[src/rtl/mvm_pkg.sv]
// Shared widths and types for the MVM core and its weight/result feeder.
// The address helper keeps tile/word address arithmetic identical everywhere.
package mvm_pkg;

  localparam int N         = 4;
  localparam int DW        = 4;
  localparam int WW        = 4;
  localparam int NCOL      = 4;
  localparam int AW        = 8;
  localparam int TILEW     = 8;
  localparam int TIMEOUT   = 64;
  localparam int NCOL_LOG2 = $clog2(NCOL);

  typedef logic [DW-1:0] act_t;

  typedef enum logic [2:0] {
    IDLE,
    PRIME,
    START,
    STREAM,
    WAIT,
    EMIT
  } feeder_state_e;

  // NCOL is a power of two, so the tile offset is a shift; the sum wraps modulo 2^AW.
  function automatic logic [AW-1:0] word_addr(input logic [AW-1:0]        base,
                                              input logic [TILEW-1:0]     tile,
                                              input logic [NCOL_LOG2-1:0] word);
    logic [AW-1:0] tile_off;
    tile_off = AW'(tile) << NCOL_LOG2;
    return base + tile_off + AW'(word);
  endfunction

endpackage

[src/rtl/mvm_feeder.sv]
// Feeds the MVM core: fetches NCOL weight words per tile from a sync ROM, pulses start,
// waits for the core to finish, and hands each tile result downstream with valid/ready.
module mvm_feeder
  import mvm_pkg::*;
(
  input  logic              i_clk_feed,
  input  logic              i_rst_feed,
  input  logic              i_req_valid,
  output logic              o_req_ready,
  input  logic [AW-1:0]     i_req_base,
  input  logic [TILEW-1:0]  i_req_tiles,
  output logic              o_rom_en,
  output logic [AW-1:0]     o_rom_addr,
  input  logic [WW-1:0]     i_rom_data,
  output logic              o_start_mvm,
  output logic [WW-1:0]     o_w_mvm,
  input  logic              i_ismvm,
  input  logic [N*DW-1:0]   i_wx_result,
  output logic              o_res_valid,
  input  logic              i_res_ready,
  output logic [N*DW-1:0]   o_res_data,
  output logic              o_res_last,
  output logic              o_busy,
  output logic              o_err_timeout
);

  localparam int CW = $clog2(TIMEOUT);

  feeder_state_e        state;
  logic [AW-1:0]        base;
  logic [TILEW-1:0]     tiles;
  logic [TILEW-1:0]     tile;
  logic [NCOL_LOG2-1:0] word;
  logic [CW-1:0]        cyc;
  logic                 rd_valid;
  logic                 seen_busy;

  // All outputs are registered; the ROM issue sequencer runs alongside PRIME/START/STREAM.
  always_ff @(posedge i_clk_feed or posedge i_rst_feed) begin
    if (i_rst_feed) begin
      state         <= IDLE;
      base          <= '0;
      tiles         <= '0;
      tile          <= '0;
      word          <= '0;
      cyc           <= '0;
      rd_valid      <= 1'b0;
      seen_busy     <= 1'b0;
      o_req_ready   <= 1'b1;
      o_rom_en      <= 1'b0;
      o_rom_addr    <= '0;
      o_start_mvm   <= 1'b0;
      o_w_mvm       <= '0;
      o_res_valid   <= 1'b0;
      o_res_data    <= '0;
      o_res_last    <= 1'b0;
      o_busy        <= 1'b0;
      o_err_timeout <= 1'b0;
    end else begin
      rd_valid    <= o_rom_en;
      o_w_mvm     <= rd_valid ? i_rom_data : '0;
      o_start_mvm <= 1'b0;

      if (o_rom_en) begin
        if (word == NCOL_LOG2'(NCOL-1)) begin
          o_rom_en <= 1'b0;
        end else begin
          word       <= word + 1'b1;
          o_rom_addr <= word_addr(base, tile, word + 1'b1);
        end
      end

      case (state)
        IDLE: begin
          if (i_req_valid && o_req_ready) begin
            base          <= i_req_base;
            tiles         <= i_req_tiles;
            tile          <= '0;
            o_err_timeout <= 1'b0;
            if (i_req_tiles != '0) begin
              state       <= PRIME;
              o_req_ready <= 1'b0;
              o_busy      <= 1'b1;
              o_rom_en    <= 1'b1;
              word        <= '0;
              o_rom_addr  <= word_addr(i_req_base, '0, '0);
              seen_busy   <= 1'b0;
            end
          end
        end
        PRIME: begin
          state       <= START;
          o_start_mvm <= 1'b1;
        end
        START: begin
          state <= STREAM;
          cyc   <= '0;
          if (i_ismvm) seen_busy <= 1'b1;
        end
        STREAM: begin
          if (i_ismvm) seen_busy <= 1'b1;
          if (cyc == CW'(NCOL-1)) begin
            state <= WAIT;
            cyc   <= '0;
          end else begin
            cyc <= cyc + 1'b1;
          end
        end
        WAIT: begin
          if (seen_busy && !i_ismvm) begin
            o_res_data  <= i_wx_result;
            o_res_last  <= (tile == tiles - 1'b1);
            o_res_valid <= 1'b1;
            state       <= EMIT;
          end else begin
            if (i_ismvm) seen_busy <= 1'b1;
            // A core that never finishes aborts the rest of the job.
            if (cyc == CW'(TIMEOUT-1)) begin
              o_err_timeout <= 1'b1;
              state         <= IDLE;
              o_req_ready   <= 1'b1;
              o_busy        <= 1'b0;
            end else begin
              cyc <= cyc + 1'b1;
            end
          end
        end
        EMIT: begin
          if (i_res_ready) begin
            o_res_valid <= 1'b0;
            if (o_res_last) begin
              state       <= IDLE;
              o_req_ready <= 1'b1;
              o_busy      <= 1'b0;
            end else begin
              tile       <= tile + 1'b1;
              state      <= PRIME;
              o_rom_en   <= 1'b1;
              word       <= '0;
              o_rom_addr <= word_addr(base, tile + 1'b1, '0);
              seen_busy  <= 1'b0;
            end
          end
        end
        default: state <= IDLE;
      endcase
    end
  end

endmodule

[config.mk]
export PLATFORM = sky130hd
export DESIGN_NAME = mvm_feeder
export DESIGN_NICKNAME = d
export VERILOG_FILES = /design/src/rtl/mvm_pkg.sv /design/src/rtl/mvm_feeder.sv
export SDC_FILE = /design/constraint.sdc
export NUM_CORES = 1
export LEC_CHECK = 0
export ABC_AREA = 1
export CORE_ASPECT_RATIO = 0.9
export CORE_MARGIN = 4
export CORE_UTILIZATION = 40
export DETAILED_ROUTE_END_ITERATION = 10
export PLACE_DENSITY = 0.66
export SETUP_SLACK_MARGIN = 0.15
export SLEW_MARGIN = 15
export SYNTH_ARGS = -nofsm -noshare
export SYNTH_HDL_FRONTEND = slang
export SYNTH_SLANG_ARGS = --single-unit
[constraint.sdc]
create_clock -name i_clk_feed -period 2.16 [get_ports i_clk_feed]
set_clock_uncertainty 0.1 [all_clocks]
set_input_delay 0.432 -clock i_clk_feed [delete_from_list [all_inputs] [get_ports i_clk_feed]]
set_output_delay 0.432 -clock i_clk_feed [all_outputs]
set_load 0.01 [all_outputs]
==> impl_metrics.tcl <==
set metrics [dict create \
    status "completed" \
    clk_latency_ps 340 \
    syn_inst 551 \
    grtUsageTotal 0.189 \
    combPwrFrac 0.498 \
    start_util 0.408 \
    yosysSeqAreaShare 0.433 \
    switchingPower_mw 2.99 \
    irDropWorstVdd_v 0.000621 \
    synth.cells.most_frequent "nand2_1, inv_1, dfrtp_1" \
    synth_area_leaders "dfrtp_1, nand2_1, inv_1" \
    post-route-drc-count 0 \
    pwr-share-clk 0.188 \
    buffer_ports.inserted 75 \
    fp.dieH_um 105 \
    core_um2 10200 \
    hp-class "reg -> reg" \
    clkTransAtPathRegs_ps 60 \
    synth_area_per_cell_um2 7.55 \
    synth_ff_type "dfrtp_1" \
    final_hold_viol_count 0 \
    htreeDepth 3 \
    area_growth_pct 35.8 \
    clockBufferDepth 2 \
    period_share 0.930 \
    worstSetupStartpoint "tile[1]" \
    synth_area_leader_cell "dfrtp_1" \
    power_mw 7.36 \
    p_sw_frac 0.406 \
    io_pins 76 \
    netlist_area_um2 4160 \
    avgViaCountPerCell 4.91 \
    grt_pass1_wl_mm 18.4 \
    ys_types 36 \
    dpl.hpwl_mm 7.98 \
    grt-ovfl-total 0 \
    num_rows 35 \
    num_antenna_cells 0 \
    clock-root-buffer "clkbuf_16" \
    worstHoldStart "o_res_data[10]" \
    ys_ff_latch 72 \
    die_w_um 116 \
    dr.pass1.iters 5 \
    maxSlewHeadroom 0.671 \
    rsz0062_at_grt "yes" \
    ys_async_sr_fraction 1.00 \
    dieArea_um2 12100 \
    p_int_mw 4.37 \
    setup_viol 0 \
    finalMaxSlewViolations 0 \
    cellLeakagePower_nw 2.79 \
    finalCriticalPeriod_ps 2010 \
    synth_most_common_cell "nand2_1" \
    max_cap_violations 0 \
    r2r_start "tile[1]" \
    cp-start-kind "flop" \
    synthesis.nets 612 \
    tightest_slew_ps 494 \
    fin_setup_tns_ps 0 \
    vias 3886 \
    cts_tree "yes" \
    end_kind "flop" \
    ys.warnings.count 0 \
    drive_above_1_share 0.148 \
    required_ps 2280 \
    grt_pass1_vias 3825 \
    postRouteWirelength_mm 10.8 \
    p_seq_frac 0.314 \
    antenna_left 0 \
    cp.arrival_ps 2130 \
    antenna_found_initial 0 \
    drt_iter0_markers 238 \
    crit_type "reg -> reg" \
    fin_nets 718 \
    numClockSinks 72 \
    synth_edf_count 0 \
    crit_path_max_fanout 3 \
    synth_top_area_frac 0.427 \
    max_freq_mhz 498 \
    wl_per_cell_um 13.7 \
    gp_congestion 0.922 \
    grt_max_degree 40 \
    p_per_area_nw_per_um2 1300 \
    cts_buffers 9 \
]
## stage by stage
stage	worst slack [ps]	cells	hold slack (ps)	utilization	instance area, um^2
floorplan	185	551	361	-	4160
global placement	37.2	768	353	0.509	5190
detailed placement	49.6	768	365	0.509	5190
CTS	141	787	378	0.542	5530
global route	25.3	791	402	0.554	5650
finish	152	791	374	0.554	5650
## state kept, by name, summed over array words and instances (netlist names)
name and cells:
o_err_timeout 1, o_rom_addr 8, tiles 8, cyc 6, state 3, o_res_last 1, rd_valid 1, o_req_ready 1
o_busy 1, base 8, o_res_valid 1, seen_busy 1, o_w_mvm 4, word 2, o_res_data 16, o_start_mvm 1
tile 8, o_rom_en 1
## routing by layer
layer,part of all wire,global-route usage
met2,0.46,0.288
met4,0.011,0.0495
met1,0.48,0.270
met3,0.049,0.0446
met5,0,0
## final cells by class
cell class,instances,area [um^2]
Clock buffer,10,229
Clock inverter,6,45.0
Fill cell,949,4560
Inverter,80,304
Multi-Input combinational cell,390,2120
Sequential cell,72,1800
Tap cell,129,161
Timing Repair Buffer,104,981
## worst max-delay path, stage by stage, from the launching register on
cell and delay, ps:
dfrtp_1 380, ha_2 220, nand3_2 110, xor2_2 180, inv_1 90, ha_4 280
nand2_1 100, nor3_2 160, o21ai_0 100, nand3_1 90, nand3_1 70
## worst paths after layout
| path | end | slack (ps) | cells after the start |
|---|---|---|---|
| worst max-delay path | o_rom_addr[7] | 150 | 10 |
| min in group asynchronous | tile[0] | 490 | 3 |
| worst min-delay path | o_res_data[10] | 370 | 2 |
| worst max register to register | o_rom_addr[7] | 150 | 10 |
| worst min register to register | o_res_data[10] | 370 | 2 |
| max in group asynchronous | tile[2] | 1090 | 3 |
## cells in the final DEF (no fill, tap or decap), types with 9 or more instances in the layout
cell,count
nand2_1,184
clkdlybuf4s50_1,75
dfrtp_1,70
inv_1,69
nor2_1,44
nand3_1,30
buf_4,28
o21ai_0,25
a21oi_1,14
ha_1,13
inv_2,10
clkbuf_16,9
## kinds of logic (layout without fill, tap and decap cells)
family / Yosys count / after routing / share of synthesized area
AO/OA/AOI/OAI: 69 / 69 / 0.0938
XOR/XNOR: 13 / 13 / 0.0274
adder cells (fa/ha/maj): 20 / 20 / 0.0638
buffers and inverters: 89 / 200 / 0.0872
flip-flops: 72 / 72 / 0.433
AND/OR/NAND/NOR: 288 / 288 / 0.294
## repair_timing
item                       CTS  global route
pin swaps                    6             4
hold buffers                 0             0
buffers inserted             3             4
setup endpoints to repair    5             6
resized for setup           12            21
hold endpoints to repair     0             0
## power by group through the flow
stage / combinational (mW) / sequential (mW) / clock, mW
after floorplan: 2.04 / 2.38 / 0
after global placement: 3.41 / 2.30 / 0
after detailed placement: 3.46 / 2.32 / 0
after CTS: 3.55 / 2.30 / 1.42
after global routing: 4.15 / 2.38 / 1.48
final: 3.66 / 2.31 / 1.39
Note: power is estimated with default switching activity, not from simulation.
